File: src/rtl/s64_cmd_regfile.sv
// Register-command executor behind the 64-bit SPI frame assembler: decodes one command per
// received frame, updates a small register file and hands a 64-bit response back for the next frame.
module s64_cmd_regfile #(
  parameter int          NUM_REGS = 16,
  parameter logic [31:0] ID_VALUE = 32'h5350_4936
) (
  input  logic        clk,
  input  logic        reset,
  input  logic [63:0] rx_word,
  input  logic        rx_busy,
  output logic [63:0] tx_word,
  input  logic [31:0] status_in,
  output logic [31:0] ctrl_out,
  output logic        cmd_done,
  output logic [7:0]  overrun_cnt
);

  localparam int AW = (NUM_REGS > 1) ? $clog2(NUM_REGS) : 1;

  typedef enum logic [1:0] {IDLE, DECODE, EXEC, RESP} state_t;

  state_t      state;
  logic        rx_busy_q;
  logic [63:0] cmd_q;
  logic [63:0] skid_q;
  logic        skid_vld;
  logic        skid_src;
  logic [7:0]  code_q;
  logic [31:0] pre_q;
  logic [15:0] seq;
  logic [63:0] resp_q;
  logic        resp_pending;
  logic [31:0] regs [0:NUM_REGS-1];

  logic          trig;
  logic [7:0]    opcode;
  logic [7:0]    addr;
  logic [31:0]   data;
  logic [AW-1:0] idx;
  logic [7:0]    dec_code;
  logic [31:0]   rd_val;
  logic          skid_drop;
  logic          resp_lost;
  logic [8:0]    ovr_sum;
  logic          unused;

  assign trig     = rx_busy_q & ~rx_busy;
  assign opcode   = cmd_q[63:56];
  assign addr     = cmd_q[55:48];
  assign data     = cmd_q[31:0];
  assign idx      = addr[AW-1:0];
  assign unused   = ^cmd_q[47:32];
  assign ctrl_out = regs[1];

  always_comb begin
    dec_code = 8'h00;
    if (opcode > 8'h04)
      dec_code = 8'h01;
    else if (opcode != 8'h00 && {1'b0, addr} >= 9'(NUM_REGS))
      dec_code = 8'h02;
    else if ((opcode == 8'h01 || opcode == 8'h03 || opcode == 8'h04) &&
             (addr == 8'd0 || addr == 8'd2))
      dec_code = 8'h03;
  end

  // Out-of-range indices only reach this mux when the status code already blocks the access.
  always_comb begin
    rd_val = regs[idx];
    if (addr == 8'd0)
      rd_val = ID_VALUE;
    else if (addr == 8'd2)
      rd_val = status_in;
  end

  // A response is lost only if the previous one could not drain in this same cycle.
  assign skid_drop = trig && (state != IDLE) && skid_vld;
  assign resp_lost = (state == RESP) && resp_pending && rx_busy;
  assign ovr_sum   = {1'b0, overrun_cnt} + {8'd0, skid_drop} + {8'd0, resp_lost};

  always_ff @(posedge clk or posedge reset) begin
    if (reset) begin
      state        <= IDLE;
      rx_busy_q    <= 1'b0;
      cmd_q        <= '0;
      skid_q       <= '0;
      skid_vld     <= 1'b0;
      skid_src     <= 1'b0;
      code_q       <= '0;
      pre_q        <= '0;
      seq          <= '0;
      resp_q       <= '0;
      resp_pending <= 1'b0;
      tx_word      <= '0;
      cmd_done     <= 1'b0;
      overrun_cnt  <= '0;
      for (int i = 0; i < NUM_REGS; i++) regs[i] <= '0;
    end else begin
      rx_busy_q   <= rx_busy;
      cmd_done    <= 1'b0;
      overrun_cnt <= ovr_sum[8] ? 8'hFF : ovr_sum[7:0];

      if (resp_pending && !rx_busy) begin
        tx_word      <= resp_q;
        resp_pending <= 1'b0;
      end

      if (trig && state != IDLE && !skid_vld) begin
        skid_q   <= rx_word;
        skid_vld <= 1'b1;
      end

      case (state)
        IDLE: begin
          if (trig) begin
            cmd_q <= rx_word;
            state <= DECODE;
          end
        end
        DECODE: begin
          code_q   <= dec_code;
          cmd_done <= 1'b1;
          state    <= EXEC;
          // The skid slot stays occupied until the command taken from it has been decoded.
          if (skid_src) begin
            skid_vld <= 1'b0;
            skid_src <= 1'b0;
          end
        end
        EXEC: begin
          pre_q <= '0;
          if (code_q == 8'h00 && opcode != 8'h00) begin
            pre_q <= rd_val;
            case (opcode)
              8'h01:   regs[idx] <= data;
              8'h03:   regs[idx] <= regs[idx] | data;
              8'h04:   regs[idx] <= regs[idx] & ~data;
              default: ;
            endcase
          end
          seq   <= seq + 16'd1;
          state <= RESP;
        end
        RESP: begin
          resp_q       <= {code_q, addr, seq - 16'd1, pre_q};
          resp_pending <= 1'b1;
          if (skid_vld) begin
            cmd_q    <= skid_q;
            skid_src <= 1'b1;
            state    <= DECODE;
          end else if (trig) begin
            cmd_q    <= rx_word;
            skid_src <= 1'b1;
            state    <= DECODE;
          end else begin
            state <= IDLE;
          end
        end
      endcase
    end
  end

endmodule

File: config.mk
export PLATFORM = sky130hd
export DESIGN_NAME = s64_cmd_regfile
export DESIGN_NICKNAME = d
export VERILOG_FILES = /design/src/rtl/s64_cmd_regfile.sv
export SDC_FILE = /design/constraint.sdc
export NUM_CORES = 2
export LEC_CHECK = 0
export ABC_AREA = 0
export BUFFER_PORTS_ARGS = -buffer_cell sky130_fd_sc_hd__buf_2
export CAP_MARGIN = 20
export CELL_PAD_IN_SITES_DETAIL_PLACEMENT = 1
export CELL_PAD_IN_SITES_GLOBAL_PLACEMENT = 1
export CORE_UTILIZATION = 49
export CTS_CLUSTER_SIZE = 20
export DETAILED_ROUTE_END_ITERATION = 10
export PLACE_DENSITY_LB_ADDON = 0.3
export SYNTH_ARGS = -nofsm -noshare
export SYNTH_HDL_FRONTEND = slang
export SYNTH_SLANG_ARGS = --single-unit
File: constraint.sdc
create_clock -name clk -period 35.4 [get_ports clk]
set_input_delay 3.54 -clock clk [delete_from_list [all_inputs] [get_ports clk]]
set_output_delay 3.54 -clock clk [all_outputs]
set_load 0.01 [all_outputs]
==> results.json <==
{
  "final_common_cell": "dfrtp_1",
  "grt_max_degree": 176,
  "finalMaxSlewViolations": 0,
  "seq_area_sq_um": 19800,
  "place_area_sq_um": 37100,
  "fillers": 7475,
  "grt_util_all_layers_pct": 30.2,
  "portBuffers": 181,
  "syn_area_sq_um": 35800,
  "max_cap_violations": 0,
  "ios": 204,
  "fin_crit_ns": 6.28,
  "grt_pass1_wl_um": 172000,
  "grt_pass1_vias": 29020,
  "worstPathArrival_ns": 6.91,
  "synth_edf_count": 0,
  "overflow": 0,
  "multi_input_area_sq_um": 14700,
  "wire_per_inst_um": 25.9,
  "r2r_start": "cmd_q[49]",
  "slowest_delay_ns": 0.88,
  "rsz0062_at_grt": "false",
  "grt_antenna_before_repair": 8,
  "p_seq_share_pct": 41.5,
  "dpl.cell_count": 4110,
  "p_per_area_nw_per_um2": 75.1,
  "combPwrFrac_pct": 28.1,
  "rows": 98,
  "ant_nets": 0,
  "cts_tree": "built",
  "period_share_pct": 17.7,
  "ys.flop_type": "dfrtp_1",
  "die_w_um": 272,
  "cts_setup_buffers": 0,
  "synthToLayoutAreaGrowth_pct": 11.8,
  "dieArea_sq_um": 74100,
  "r2r_cells": 8,
  "layout.cells.non_filler": 4265,
  "yosysWarnings": 0,
  "whs_path_depth": 1,
  "required_ns": 36.03,
  "p_sw_mw": 1.08,
  "p_leak_nw": 18.3,
  "hold_viol": 0,
  "die_h_um": 272,
  "route.detailed.drc": 0,
  "drt-total-wl_um": 110000,
  "ff2ff_setup_slack_ns": 30.17,
  "drt_iter0_drc": 2288,
  "vias": 26760,
  "crit_path_start": "reset",
  "start_util_pct": 49.8,
  "cts_hold_buffers": 0,
  "skew_ns": 0.0200,
  "drt-vias-per-instance": 6.27,
  "nets": 3359,
  "min_to": "skid_vld",
  "clkSinkCount": 789,
  "path_class": "in -> async",
  "ir_drop_mv": 0.0545,
  "max-slew-margin-rel_pct": 20.7,
  "path_cells": "buf_2, inv_8, buf_12, buf_12, buf_4",
  "min_from": "skid_src",
  "worstHoldPathType": "reg -> reg",
  "ys_ff_latch": 789,
  "antenna_cells": 0,
  "final_cell_mix": "dfrtp_1, a21oi_1, nor2_1, buf_2, mux2_2",
  "end_kind": "asynchronous set/reset pin",
  "syn_inst": 3200,
  "post_cts_resized": 0,
  "slowest_stage": "buf_4",
  "worst_pin_slew_ns": 1.19,
  "yosys.cell_types.count": 63,
  "final_layout_size_suffix_gt1_share_pct": 22.1,
  "crit_fanout": 175,
  "cts_htree_levels": 3,
  "place_hpwl_um": 67000,
  "setup_violations": 0,
  "critPathLaunchType": "input pin",
  "p_int_mw": 1.92,
  "globalplace.congestion": 0.846,
  "crit_path_frequent_cell": "buf_12",
  "timing.fmax_mhz": 159,
  "synth-seq-area-share_pct": 55.2,
  "first_pass_iters": 5,
  "pre_cts_ws_ns": 28.02,
  "synthArstFlopShare_pct": 100,
  "outcome": "finished, final reports clean",
  "cts.path.max_buffers": 3,
  "tns_ns": 0,
  "ctsRootBufferMaster": "clkbuf_16",
  "clkPwrFrac_pct": 30.4,
  "finalInstanceArea_sq_um": 40000,
  "finalWorstSetupSlack_ns": 29.12,
  "sw_frac_of_total_pct": 35.9,
  "cts.reportedPaths.clkPinSlew_ns": 0.06,
  "clk_latency_ns": 0.64,
  "core_area_sq_um": 71900,
  "synth.avg_cell_area_sq_um": 11.2,
  "numCtsBuffers": 85
}
stage by stage:
| stage | total power [mW] | utilization [%] | hold slack, ns |
|---|---|---|---|
| after floorplan | 1.79 | - | 0.437 |
| after global placement | 2.03 | 51.5 | 0.454 |
| after detailed placement | 2.09 | 51.6 | 0.482 |
| after CTS | 3.01 | 55.5 | 0.497 |
| after global routing | 3.13 | 55.7 | 0.512 |
| final | 3.00 | 55.7 | 0.492 |
critical path: cells and delay by family:
| family | cells | cell delay (ns) |
|---|---|---|
| buf+inv | 5 | 2.82 |
power groups by stage:
| stage | registers, mW | clock network, mW | logic (mW) |
|---|---|---|---|
| final | 1.25 | 0.912 | 0.844 |
| after global routing | 1.27 | 0.953 | 0.915 |
| after CTS | 1.25 | 0.924 | 0.835 |
| after detailed placement | 1.26 | 0 | 0.826 |
| after global placement | 1.24 | 0 | 0.785 |
| after floorplan | 1.17 | 0 | 0.619 |
cells in the mapped netlist (16+ instances only):
cell type / n / area (sq um)
a221o_1: 19 / 190
nand2_1: 93 / 349
buf_4: 48 / 360
nor3_1: 95 / 475
nor2_1: 546 / 2050
and2_1: 23 / 144
clkbuf_1: 92 / 345
mux4_2: 128 / 2880
mux2i_1: 81 / 811
nand3_1: 22 / 110
buf_2: 126 / 631
xnor2_1: 21 / 184
dfrtp_1: 789 / 19700
o21ai_0: 92 / 460
mux2_2: 150 / 1690
a21oi_2: 35 / 307
a211oi_1: 19 / 143
a2111oi_0: 26 / 228
nor3_4: 16 / 260
a21oi_1: 571 / 2860
a22oi_1: 49 / 368
per-layer routing:
layer	wire, um	part of all wire (%)	global-route usage [%]	up-vias
li1	-	-	-	11472
met3	6050	5.5	4.17	185
met4	3260	3.0	10.1	4
met2	53900	49	49.4	847
met5	34	0.031	0	-
met1	47100	43	41.6	14252
how the worst max path moves through the flow:
stage                                 end  depth (start not counted)
6_report       asynchronous set/reset pin                          5
5_1_grt        asynchronous set/reset pin                          5
4_1_cts        asynchronous set/reset pin                          5
3_5_place_dp   asynchronous set/reset pin                          5
3_3_place_gp   asynchronous set/reset pin                          5
2_1_floorplan  asynchronous set/reset pin                          1
cells by family after synthesis:
logic type / Yosys count / share of synthesized area [%]
xor gates and xnor gates: 31 / 0.759
DFF: 789 / 55.2
and+or+nand+nor: 860 / 10.8
buffers and inverters: 296 / 4.16
adders and majority gates: 7 / 0.266
other: 1 / 0.0105
muxes: 359 / 15.0
AOI/OAI and AO/OA: 857 / 13.8
layout make-up:
class	instances	area share, %
Clock buffer	121	6.11
Clock inverter	28	0.954
Inverter	13	0.141
Multi-Input combinational cell	2120	36.7
Sequential cell	789	49.4
Tap cell	950	2.97
Timing Repair Buffer	244	3.72
No activity file was read; power rests on OpenSTA's default activity.
